$ cat config.mk
export PLATFORM = sky130hd
export DESIGN_NAME = tone_synth
export DESIGN_NICKNAME = d
export VERILOG_FILES = /design/src/rtl/tone_pkg.sv /design/src/rtl/tone_period_lut.sv /design/src/rtl/tone_synth.sv
export SDC_FILE = /design/constraint.sdc
export NUM_CORES = 1
export LEC_CHECK = 0
export CAP_MARGIN = 20
export CORE_MARGIN = 2
export CORE_UTILIZATION = 55
export CTS_BUF_LIST = sky130_fd_sc_hd__clkbuf_16
export DETAILED_ROUTE_END_ITERATION = 8
export PLACE_DENSITY_LB_ADDON = 0.15
export SYNTH_ARGS = -nofsm -noshare
export SYNTH_HDL_FRONTEND = slang
export SYNTH_SLANG_ARGS = --single-unit
$ cat constraint.sdc
create_clock -name clk -period 6.3 [get_ports clk]
set_input_delay 0.63 -clock clk [delete_from_list [all_inputs] [get_ports clk]]
set_output_delay 0.63 -clock clk [all_outputs]
set_load 0.1 [all_outputs]
$ cat src/rtl/tone_pkg.sv
// Shared constants and types for the buzzer tone generator.
// The scale table is in centihertz so that integer division gives usable periods.
package tone_pkg;

  localparam int NOTES_PER_OCT = 7;
  localparam int FREQ_CHZ [NOTES_PER_OCT] = '{26163, 29366, 32963, 34923, 39200, 44000, 49388};

  typedef enum logic [1:0] {
    IDLE    = 2'd0,
    PLAY    = 2'd1,
    RELEASE = 2'd2
  } tone_state_e;

  function automatic longint base_period(input longint clk_hz, input int deg);
    return (clk_hz * 100) / longint'(FREQ_CHZ[deg]);
  endfunction

endpackage

$ cat src/rtl/tone_period_lut.sv
// Combinational key decode: lowest pressed key -> period, high time and key index.
// All division happens at elaboration; runtime logic is an encoder, a mux and shifts.
module tone_period_lut
  import tone_pkg::*;
#(
  parameter int CLK_HZ   = 12_000_000,
  parameter int NUM_KEYS = 16,
  parameter int CYC_W    = 16,
  parameter int IDX_W    = 4
) (
  input  logic [NUM_KEYS-1:0] key_i,
  input  logic [1:0]          oct_up_i,
  input  logic [1:0]          duty_sel_i,
  output logic                pressed_o,
  output logic [CYC_W-1:0]    target_o,
  output logic [CYC_W-1:0]    high_o,
  output logic [IDX_W-1:0]    idx_o
);

  localparam int SH_W = 6;

  if (base_period(CLK_HZ, 0) >= (longint'(1) << CYC_W)) begin : g_range_chk
    $error("tone_period_lut: lowest note period does not fit in CYC_W bits");
  end

  logic [CYC_W-1:0] key_base [NUM_KEYS];
  logic [SH_W-1:0]  key_oct  [NUM_KEYS];

  for (genvar k = 0; k < NUM_KEYS; k++) begin : g_key
    localparam longint BASE_K = base_period(CLK_HZ, k % NOTES_PER_OCT);
    assign key_base[k] = CYC_W'(BASE_K);
    assign key_oct[k]  = SH_W'(k / NOTES_PER_OCT);
  end

  logic [CYC_W-1:0] shifted;
  logic [CYC_W-1:0] high_raw;

  always_comb begin
    idx_o = '0;
    for (int k = NUM_KEYS - 1; k >= 0; k--) begin
      if (key_i[IDX_W'(k)]) idx_o = IDX_W'(k);
    end
    pressed_o = |key_i;
    shifted   = key_base[idx_o] >> (key_oct[idx_o] + SH_W'(oct_up_i));
    target_o  = (shifted < CYC_W'(2)) ? CYC_W'(2) : shifted;
    high_raw  = target_o >> (3'd1 + 3'(duty_sel_i));
    high_o    = (high_raw == '0) ? CYC_W'(1) : high_raw;
  end

endmodule

$ cat src/rtl/tone_synth.sv
// Buzzer tone generator: registered key inputs, IDLE/PLAY/RELEASE FSM, period counter.
// Period, duty and note are only reloaded at period boundaries so the wave never runts.
module tone_synth
  import tone_pkg::*;
#(
  parameter int CLK_HZ       = 12_000_000,
  parameter int NUM_KEYS     = 16,
  parameter int CYC_W        = 16,
  parameter int TAIL_PERIODS = 4
) (
  input  logic                        clk,
  input  logic                        rst,
  input  logic [NUM_KEYS-1:0]         key_in,
  input  logic [1:0]                  oct_up,
  input  logic [1:0]                  duty_sel,
  output logic                        beep,
  output logic [CYC_W-1:0]            cycle,
  output logic [$clog2(NUM_KEYS)-1:0] note_idx,
  output logic                        active
);

  localparam int IDX_W  = $clog2(NUM_KEYS);
  localparam int TAIL_W = (TAIL_PERIODS > 1) ? $clog2(TAIL_PERIODS + 1) : 1;
  localparam logic [TAIL_W-1:0] TAIL_INIT = TAIL_W'(TAIL_PERIODS);
  localparam logic [TAIL_W-1:0] TAIL_M1   = TAIL_W'((TAIL_PERIODS > 0) ? TAIL_PERIODS - 1 : 0);

  logic [NUM_KEYS-1:0] key_q;
  logic [1:0]          oct_q, duty_q;
  tone_state_e         state_q, state_d;
  logic [CYC_W-1:0]    cnt_q, cnt_d, cycle_q, cycle_d, high_q, high_d;
  logic [IDX_W-1:0]    note_q, note_d;
  logic [TAIL_W-1:0]   tail_q, tail_d;
  logic                beep_q, beep_d;

  logic                pressed;
  logic [CYC_W-1:0]    lut_target, lut_high;
  logic [IDX_W-1:0]    lut_idx;
  logic                at_bnd;

  tone_period_lut #(
    .CLK_HZ  (CLK_HZ),
    .NUM_KEYS(NUM_KEYS),
    .CYC_W   (CYC_W),
    .IDX_W   (IDX_W)
  ) u_lut (
    .key_i     (key_q),
    .oct_up_i  (oct_q),
    .duty_sel_i(duty_q),
    .pressed_o (pressed),
    .target_o  (lut_target),
    .high_o    (lut_high),
    .idx_o     (lut_idx)
  );

  assign at_bnd = (cnt_q == cycle_q - 1'b1);

  always_ff @(posedge clk or posedge rst) begin
    if (rst) state_q <= IDLE;
    else     state_q <= state_d;
  end

  // With no tail configured, a released key keeps PLAY until the boundary, then goes straight to IDLE.
  always_comb begin
    state_d = state_q;
    case (state_q)
      IDLE:    if (pressed) state_d = PLAY;
      PLAY: begin
        if (!pressed) begin
          if (TAIL_PERIODS == 0) begin
            if (at_bnd) state_d = IDLE;
          end else begin
            state_d = RELEASE;
          end
        end
      end
      RELEASE: begin
        if (at_bnd) begin
          if (pressed)            state_d = PLAY;
          else if (tail_q == '0)  state_d = IDLE;
        end
      end
      default: state_d = IDLE;
    endcase
  end

  always_comb begin
    cnt_d   = at_bnd ? '0 : cnt_q + 1'b1;
    cycle_d = cycle_q;
    high_d  = high_q;
    note_d  = note_q;
    tail_d  = tail_q;
    if (state_d == IDLE) begin
      cnt_d   = '0;
      cycle_d = '0;
      high_d  = '0;
      note_d  = '0;
      tail_d  = '0;
    end else if ((state_q == IDLE) || (at_bnd && pressed)) begin
      cnt_d   = '0;
      cycle_d = lut_target;
      high_d  = lut_high;
      note_d  = lut_idx;
    end else if ((state_q == PLAY) && (state_d == RELEASE)) begin
      tail_d  = at_bnd ? TAIL_M1 : TAIL_INIT;
    end else if ((state_q == RELEASE) && at_bnd) begin
      tail_d  = tail_q - 1'b1;
    end
    beep_d = (state_d != IDLE) && (cnt_d < high_d);
  end

  always_ff @(posedge clk or posedge rst) begin
    if (rst) begin
      key_q   <= '0;
      oct_q   <= '0;
      duty_q  <= '0;
      cnt_q   <= '0;
      cycle_q <= '0;
      high_q  <= '0;
      note_q  <= '0;
      tail_q  <= '0;
      beep_q  <= 1'b0;
    end else begin
      key_q   <= key_in;
      oct_q   <= oct_up;
      duty_q  <= duty_sel;
      cnt_q   <= cnt_d;
      cycle_q <= cycle_d;
      high_q  <= high_d;
      note_q  <= note_d;
      tail_q  <= tail_d;
      beep_q  <= beep_d;
    end
  end

  assign beep     = beep_q;
  assign cycle    = cycle_q;
  assign note_idx = note_q;
  assign active   = (state_q != IDLE);

endmodule
==> metrics.cfg, run 1 <==
[yosys]
synth_enable_flop_cells = 0
netlist.area_leader.share_pct = 35.7
ys.flop_type = dfrtp_1
syn_nets = 655
synth_area_leader_cell = dfrtp_1
seq_area_frac_synth_pct = 35.7
synth-compound-area-share_pct = 23.2
synthXorXnorAreaFrac_pct = 5.19
synth.distinct_cells = 76
netlist_top_cells_count = dfrtp_1 (77), nor2_1 (56), nand2_1 (47)
async_flop_share_pct = 100
synth_area_um2 = 5400
netlist_instances = 606
ys_ff_latch = 77
yosys_warnings = 0
synth_most_common_cell = dfrtp_1
synthTopCellsByArea = dfrtp_1 (36%), ha_1 (6.3%), mux2i_1 (4.5%)
synthAdderAreaFrac_pct = 6.47
synth_top_family_by_area = compound AO/OA/AOI/OAI gates
synth_area_per_cell_um2 = 8.90
yosys.area_share.simple_pct = 18.8
synthMuxAreaShare_pct = 5.50

[critical_path]
critPathRequiredTime_ns = 6.55
crit_cells = 23
cp_slowest_stage_delay_ns = 0.66
path_cells = or2_2 -> a21o_1 -> inv_1 -> ha_1 -> and2_1 -> ha_1 -> o21ai_0 -> o21ai_0 -> nor2_1 -> o32ai_1 -> mux2i_1 -> mux2i_1 -> a22oi_1 -> ha_1 -> a21o_1 -> a21o_1 -> a21o_1 -> a21o_1 -> a21o_1 -> a21o_1 -> a21oi_1 -> o31ai_1 -> a21oi_1
cp_max_fo = 18
ff2ff_path_depth = 23
cp.arrival_ns = 5.85
crit_slowest_cell = ha_1
crit_type = reg2reg
cp-start-kind = flip-flop
crit_buf_inv = 1
crit_family = compound AO/OA/AOI/OAI gates
endpoint_kind = flip-flop
worst_path_most_repeated_cell = a21o_1

[status]
status = finished clean

[power_and_ir_drop]
p_leak_nw = 2.77
p_clk_share_pct = 33.3
powerDensity_nw_per_um2 = 261
intPower_w = 0.00106
p_switching_w = 0.000559
swShare_pct = 34.6
seqPwrFrac_pct = 37.7
combPwrFrac_pct = 29.0
ir_drop_mv = 0.190

[placement]
numPortBuffers = 42
place_hpwl_mm = 10.7
placed_area_um2 = 5890
place.gp.congestion = 0.924

[global_route]
grt_overflow = 0
antenna_found_initial = 0
grt_pass1_vias = 4472
grt_pass1_wl_mm = 23.1
grt_start_max_net_pins = 78
track_usage_pct = 28.2

[routing]
vias = 4824
wl_per_cell_um = 18.4
via_per_inst = 6.27
routed_wl_mm = 14.2
drtAntennaViolNets = 0
drtPass1Iterations = 5
drc = 0
first_iter_violations = 517

[die]
die_height_um = 103
core-area_um2 = 9640
dieArea_um2 = 10600
die_w_um = 103
num_rows = 36
start_util_pct = 56.0
io_pins = 44

[clock_tree]
post_cts_buffers = 0
clock_sinks = 77
cts_buffers = 9
cts_tree = done
insertion_delay_ns = 0.34
post_cts_resized = 0
cts_htree_levels = 3
clk_pin_slew_ns = 0.06
ctsHoldBuffers = 0
cts_root_buf = clkbuf_16
cts_max_path_buffers = 2

[final_layout]
layout-drive-gt1-share_pct = 8.49
diodes = 0
stdcell_area_um2 = 6200
syn_to_final_growth_pct = 15.0
final_nets = 681

[timing]
hold_viol_final = 0
post-route-period-util_pct = 88.8
fmax_mhz = 179
max_slew_margin_pct = 34.4
setup_tns_ns = 0
worst_slew_pin_slew_ns = 0.981
setup_viol = 0
drv_slew = 0
fin_worst_skew_ns = 0.0114
period_minus_slack_ns = 5.60
rsz0062_at_grt = no

[min_path]
hold_path_depth = 2
hp-class = reg2reg

[run]
cap_violations = 0

-- routing by layer --
metal | share of wire [%] | track usage (%) | vias up
met3 | 6.4 | 3.25 | 28
met1 | 47 | 43.1 | 2335
li1 | - | - | 2278
met2 | 44 | 41.8 | 183
met4 | 2.3 | 9.21 | 0
met5 | 0 | 0 | -
-- tightest hold or removal path, cell delays in order (launching register included) --
cell     delay (ns)
dfrtp_1        0.32
nand2_1        0.07
inv_1          0.05
-- flip-flops by register name, summed over array words and instances, names as in the netlist --
| register | cells |
|---|---|
| state_q | 2 |
| key_q | 16 |
| cycle | 16 |
| note_idx | 3 |
| tail_q | 3 |
| high_q | 16 |
| beep | 1 |
| cnt_q | 16 |
| oct_q | 2 |
| duty_q | 2 |
-- worst paths after layout --
path	from	endpoint	slack [ns]
max reg2reg	key_q[0]$_DFF_PP0_	beep$_DFF_PP0_	0.70
min in group asynchronous	rst	high_q[11]$_DFF_PP0_	0.93
min	high_q[15]$_DFF_PP0_	high_q[15]$_DFF_PP0_	0.46
min reg2reg	high_q[15]$_DFF_PP0_	high_q[15]$_DFF_PP0_	0.46
max in group asynchronous	rst	cycle[2]$_DFFE_PP0P_	4.77
max	key_q[0]$_DFF_PP0_	beep$_DFF_PP0_	0.70
-- per-stage QoR --
| step | instances | power, W | setup WS [ns] | utilization [%] | hold WS [ns] |
|---|---|---|---|---|---|
| floorplan | 606 | 0.000951 | 1.20 | - | 0.432 |
| global placement | 754 | 0.00107 | 0.810 | 61.1 | 0.451 |
| detailed placement | 754 | 0.00108 | 0.826 | 61.1 | 0.463 |
| CTS | 769 | 0.00162 | 0.804 | 64.4 | 0.477 |
| global route | 769 | 0.00169 | 0.273 | 64.4 | 0.515 |
| finish | 769 | 0.00162 | 0.705 | 64.4 | 0.463 |
-- power groups by stage --
stage | clock (W) | sequential (W) | combinational, W
after floorplan | 0 | 0.000680 | 0.000271
after global routing | 0.000569 | 0.000617 | 0.000509
after CTS | 0.000548 | 0.000608 | 0.000463
after global placement | 0 | 0.000616 | 0.000453
final | 0.000539 | 0.000609 | 0.000469
after detailed placement | 0 | 0.000617 | 0.000460
-- kinds of logic after synthesis --
| group | Yosys count |
|---|---|
| xor gates and xnor gates | 32 |
| and+or+nand+nor | 198 |
| adders and majority gates | 28 |
| DFF | 77 |
| other | 1 |
| buffers and inverters | 65 |
| muxes | 28 |
| AOI/OAI and AO/OA | 177 |
-- layout make-up --
| type | count | area [µm²] |
|---|---|---|
| Clock inverter | 6 | 88.8 |
| Timing Repair Buffer | 53 | 503 |
| Inverter | 27 | 101 |
| Multi-Input combinational cell | 464 | 3190 |
| Clock buffer | 9 | 225 |
| Sequential cell | 77 | 1930 |
| Fill cell | 869 | 3430 |
| Tap cell | 133 | 166 |
-- layout by cell type (no fill, tap or decap), types with 4 or more instances in the layout --
| cell | count |
|---|---|
| dfrtp_1 | 77 |
| nor2_1 | 56 |
| nand2_1 | 47 |
| clkdlybuf4s50_1 | 42 |
| a21oi_1 | 27 |
| ha_1 | 27 |
| o21ai_0 | 26 |
| inv_1 | 25 |
| mux2i_1 | 24 |
| xor2_1 | 17 |
| a22o_1 | 17 |
| xnor2_1 | 15 |
| nand3_1 | 14 |
| a21o_1 | 14 |
| a22oi_1 | 13 |
| nor3_1 | 12 |
| buf_4 | 11 |
| nand4_1 | 9 |
| clkbuf_16 | 9 |
| o211ai_1 | 7 |
| a211oi_1 | 7 |
| nor4_1 | 7 |
| nand2b_1 | 7 |
| a31oi_1 | 6 |
| o21a_1 | 6 |
| o22ai_1 | 6 |
| o21ai_1 | 6 |
| or2_2 | 6 |
| and3_1 | 6 |
| o32ai_1 | 5 |
| o211a_1 | 5 |
| o31ai_1 | 4 |
| or4_1 | 4 |
| and2_1 | 4 |
Power figures use the tool's default switching activity.
==> run 2, diff against run 1 <==
--- a/config.mk
+++ b/config.mk
@@ -7,8 +7,9 @@
 export LEC_CHECK = 0
 export CAP_MARGIN = 20
 export CORE_MARGIN = 2
-export CORE_UTILIZATION = 55
+export CORE_UTILIZATION = 47
 export CTS_BUF_LIST = sky130_fd_sc_hd__clkbuf_16
+export CTS_CLUSTER_DIAMETER = 120
 export DETAILED_ROUTE_END_ITERATION = 8
 export PLACE_DENSITY_LB_ADDON = 0.15
 export SYNTH_ARGS = -nofsm -noshare
==> metrics.cfg, run 2 (synthesis results as in run 1) <==
[die]
die_w_um = 111
num_rows = 39
io_pins = 44
start_util_pct = 47.7
dieArea_um2 = 12400
core-area_um2 = 11300
die_height_um = 111

[min_path]
hold_path_depth = 2
hp-class = reg2reg

[clock_tree]
cts_max_path_buffers = 2
post_cts_buffers = 0
cts_tree = done
cts_root_buf = clkbuf_16
post_cts_resized = 0
clock_sinks = 77
cts_buffers = 9
insertion_delay_ns = 0.35
ctsHoldBuffers = 0
clk_pin_slew_ns = 0.06
cts_htree_levels = 3

[critical_path]
crit_slowest_cell = o32ai_1
ff2ff_path_depth = 22
crit_buf_inv = 1
worst_path_most_repeated_cell = a21o_1
crit_type = reg2reg
crit_family = compound AO/OA/AOI/OAI gates
critPathRequiredTime_ns = 6.58
cp.arrival_ns = 6.01
endpoint_kind = flip-flop
cp_slowest_stage_delay_ns = 0.60
cp_max_fo = 17
path_cells = nor2_1 -> a21o_1 -> inv_1 -> ha_1 -> and2_1 -> ha_1 -> o21ai_0 -> nor2_1 -> o32ai_1 -> mux2i_1 -> mux2i_1 -> a22oi_1 -> ha_1 -> a21o_1 -> a21o_1 -> a21o_1 -> a21o_1 -> a21o_1 -> a21o_1 -> a21oi_1 -> o31ai_1 -> a21oi_1
cp-start-kind = flip-flop
crit_cells = 22

[timing]
hold_slack_ns = 0.470
post-route-period-util_pct = 91.1
hold_viol_final = 0
max_slew_margin_pct = 34.3
setup_tns_ns = 0
worst_slew_pin_slew_ns = 0.982
setup_viol = 0
period_minus_slack_ns = 5.74
fin_worst_skew_ns = 0.00943
rsz0062_at_grt = no
drv_slew = 0
fmax_mhz = 174

[routing]
wl_met1_mm = 6.61
drtAntennaViolNets = 0
wl_per_cell_um = 18.6
drc = 0
vias = 4745
dr_wl_met2_mm = 6.61
drtPass1Iterations = 5
routed_wl_mm = 14.5
routed.top_layer = met4
first_iter_violations = 378
wl_met3_um = 775
via_per_inst = 6.10

[global_route]
track_usage_pct = 24.5
grt_overflow = 0
grt_pass1_vias = 4548
antenna_found_initial = 0
grt_pass1_wl_mm = 23.9
grt_start_max_net_pins = 78

[placement]
place_hpwl_mm = 11.1
place.gp.congestion = 0.962
numPortBuffers = 42
placed_area_um2 = 5890
dp_cells = 762

[final_layout]
layout-drive-gt1-share_pct = 8.19
finalNonFillerCells = 778
fill_cells = 1075
seqCellArea_um2 = 1930
final_util_pct = 54.4
final_cell_mix = dfrtp_1 (77), nor2_1 (56), nand2_1 (47)
stdcell_area_um2 = 6160
final_nets = 679
multi_input_area_um2 = 3190
diodes = 0
syn_to_final_growth_pct = 14.1
layout_commonest_cell = dfrtp_1

[status]
status = finished clean

[power_and_ir_drop]
seqPwrFrac_pct = 39.7
p_leak_nw = 2.75
combPwrFrac_pct = 30.0
intPower_w = 0.000977
swShare_pct = 37.1
ir_drop_mv = 0.129
p_switching_w = 0.000577
powerDensity_nw_per_um2 = 252
p_clk_share_pct = 30.3

[run]
cap_violations = 0

==> run 2: cell count changes in the layout (fill, tap and decap cells not counted) <==
cell and change:
inv_1 +1, clkinv_4 +1, buf_4 -2, clkinvlp_4 -1
bufinv_16 -2, clkinv_2 +2
==> run 2: power groups by stage <==
stage	Combinational, W	Clock (W)	Sequential [W]
3_3_place_gp	0.000455	0	0.000624
6_report	0.000467	0.000471	0.000616
4_1_cts	0.000462	0.000481	0.000616
2_1_floorplan	0.000271	0	0.000680
5_1_grt	0.000510	0.000505	0.000623
3_5_place_dp	0.000460	0	0.000624
==> run 2: final cells by class <==
cell class              count  area share (%)
clock buffers               9            3.66
clock inverters             7           0.711
inverters                  27            1.65
multi-input cells         464            51.9
flip-flops and latches     77            31.3
well taps                 143            2.91
repair buffers             51            7.93
==> run 2: path summary, 6_finish.rpt <==
| kind | start | end | slack, ns |
|---|---|---|---|
| worst max-delay path | key_q[3]$_DFF_PP0_ | beep$_DFF_PP0_ | 0.56 |
| worst min-delay path | high_q[15]$_DFF_PP0_ | high_q[15]$_DFF_PP0_ | 0.47 |
| worst max register to register | key_q[3]$_DFF_PP0_ | beep$_DFF_PP0_ | 0.56 |
| worst min register to register | high_q[15]$_DFF_PP0_ | high_q[15]$_DFF_PP0_ | 0.47 |
| max in group asynchronous | rst | cycle[5]$_DFFE_PP0P_ | 4.77 |
| min in group asynchronous | rst | key_q[11]$_DFF_PP0_ | 0.88 |
==> run 2: worst register-to-register path, cell delays in order (launching register included) <==
cell	delay, ns
dfrtp_1	0.43
nor2_1	0.51
a21o_1	0.28
inv_1	0.10
ha_1	0.27
and2_1	0.16
ha_1	0.51
o21ai_0	0.56
nor2_1	0.08
o32ai_1	0.60
mux2i_1	0.19
mux2i_1	0.22
a22oi_1	0.10
ha_1	0.33
a21o_1	0.18
a21o_1	0.17
a21o_1	0.17
a21o_1	0.16
a21o_1	0.16
a21o_1	0.16
a21oi_1	0.13
o31ai_1	0.08
a21oi_1	0.11
==> run 2: metal layers <==
metal,GRT usage (%),up-vias
met5,0,-
li1,-,2295
met1,33.7,2262
met3,3.28,35
met2,38.3,153
met4,11.7,0
==> run 2: per-stage QoR <==
step | power (W) | worst slack (ns)
global route | 0.00164 | 0.0647
finish | 0.00155 | 0.562
CTS | 0.00156 | 0.605
global placement | 0.00108 | 0.650
floorplan | 0.000951 | 1.20
detailed placement | 0.00108 | 0.619
==> run 3, diff against run 2 <==
--- a/config.mk
+++ b/config.mk
@@ -8,10 +8,12 @@
 export CAP_MARGIN = 20
 export CORE_MARGIN = 2
 export CORE_UTILIZATION = 47
-export CTS_BUF_LIST = sky130_fd_sc_hd__clkbuf_16
+export CTS_BUF_LIST = sky130_fd_sc_hd__clkbuf_4 sky130_fd_sc_hd__clkbuf_8
 export CTS_CLUSTER_DIAMETER = 120
 export DETAILED_ROUTE_END_ITERATION = 8
+export DONT_BUFFER_PORTS = 1
 export PLACE_DENSITY_LB_ADDON = 0.15
+export RECOVER_POWER = 100
 export SYNTH_ARGS = -nofsm -noshare
 export SYNTH_HDL_FRONTEND = slang
 export SYNTH_SLANG_ARGS = --single-unit
==> metrics.cfg, run 3 (synthesis results as in run 1) <==
[placement]
numPortBuffers = 0
place_hpwl_mm = 11.0
placed_area_um2 = 5600
place.gp.congestion = 0.888
dp_cells = 737
pre_cts_slack_ns = 0.253

[final_layout]
syn_to_final_growth_pct = 6.63
final_nets = 654
layout_commonest_cell = dfrtp_1
layout-drive-gt1-share_pct = 8.85
fill_cells = 1107
finalNonFillerCells = 753
stdcell_area_um2 = 5750
final_cell_mix = dfrtp_1 (77), nor2_1 (57), nand2_1 (47)
diodes = 0

[timing]
worst_slack_ns = 0.435
setup_tns_ns = 0
hold_viol_final = 0
drv_slew = 84
worst_slew_pin_slew_ns = 4.10
rsz0062_at_grt = no
period_minus_slack_ns = 5.87
setup_viol = 0
post-route-period-util_pct = 93.1
max_slew_margin_pct = -173
fmax_mhz = 170
fin_worst_skew_ns = 0.0201

[routing]
drtAntennaViolNets = 0
wl_per_cell_um = 19.2
routed_wl_mm = 14.5
drtPass1Iterations = 6
drc = 0
first_iter_violations = 417
vias = 4691
via_per_inst = 6.23

[power_and_ir_drop]
powerDensity_nw_per_um2 = 255
power_w = 0.00147
ir_drop_mv = 0.181
p_leak_nw = 2.57

[clock_tree]
insertion_delay_ns = 0.38
cts_buffers = 9
cts_tree = done
cts_htree_levels = 3
ctsHoldBuffers = 0
clock_sinks = 77
cts_max_path_buffers = 2
cts_root_buf = clkbuf_8
clk_pin_slew_ns = 0.09

[min_path]
hp-class = in2reg
min-delay-start = oct_up[1]

[die]
num_rows = 39
die_height_um = 111
io_pins = 44
start_util_pct = 47.7
die_w_um = 111
dieArea_um2 = 12400
core-area_um2 = 11300

[global_route]
track_usage_pct = 24.3
grt_start_max_net_pins = 78
grt_pass1_wl_mm = 23.6
antenna_found_initial = 0
grt_pass1_vias = 4455
grt_overflow = 0

[critical_path]
endpoint_kind = flip-flop
cp.arrival_ns = 6.18
critPathRequiredTime_ns = 6.61
crit_type = reg2reg
cp-start-kind = flip-flop
startpoint = cycle[3]$_DFFE_PP0P_
cp_max_fo = 15
rr_startpoint = cycle[3]$_DFFE_PP0P_

[status]
violations = max-capacitance violations, max-slew violations
status = finished with violations

[run]
cap_violations = 2

run 3: critical path, cell delays in order, from the launching register on:
cell	delay, ns
dfrtp_1	0.37
clkbuf_1	0.60
or4_4	0.78
nor3_2	0.19
xnor2_1	0.11
nor4_1	0.34
nand4_1	0.43
maj3_2	0.49
nor2_2	0.51
buf_4	0.32
a22oi_1	0.11
ha_1	0.36
a21o_1	0.17
a21o_1	0.17
a21o_1	0.16
a21o_1	0.16
a21o_1	0.17
a21oi_1	0.14
o31ai_1	0.09
a21oi_1	0.11
run 3: repair_timing:
| action | CTS | global route |
|---|---|---|
| hold endpoints to repair | 0 | 0 |
| resized for setup | 0 | 3 |
| setup endpoints to repair | 0 | 1 |
| buffers inserted | 0 | 0 |
run 3: worst paths after layout:
path                                   endpoint  slack (ns)  depth (start not counted)
min reg2reg                high_q[15]$_DFF_PP0_        0.48                          2
max                              beep$_DFF_PP0_        0.43                         19
min in group asynchronous   key_q[10]$_DFF_PP0_        1.74                          2
max in group asynchronous    cnt_q[4]$_DFF_PP0_        2.24                          2
max reg2reg                      beep$_DFF_PP0_        0.43                         19
min                          oct_q[1]$_DFF_PP0_        0.28                          0
run 3: final cells by class:
class	instances	area, µm²	share of cell area, %
tap	143	179	3.11
clock inverter	7	97.6	1.70
clock buffer	9	124	2.15
timing repair buffer	26	135	2.35
sequential	77	1930	33.5
multi-input combinational	464	3190	55.4
inverter	27	103	1.78
run 3: per-layer routing:
metal	vias up	GRT usage [%]	share of wire [%]
met2	193	38.7	47
li1	2220	-	-
met5	-	0	0
met1	2249	33.1	43
met4	0	9.14	2.5
met3	29	4.43	6.8
run 3: power breakdown:
| part | internal [W] | switching (W) | leakage (nW) |
|---|---|---|---|
| Combinational | 0.000143 | 0.000282 | 1.52 |
| Clock | 0.000225 | 0.000199 | 0.106 |
| Sequential | 0.000541 | 0.0000793 | 0.940 |
| Total | 0.000909 | 0.000560 | 2.57 |
run 3: metrics by stage:
stage                     hold WS, ns  util [%]
after floorplan                 0.432         -
after global placement          0.464      49.4
after detailed placement        0.471      49.4
after CTS                       0.259      51.4
after global routing            0.257      50.8
final                           0.282      50.8
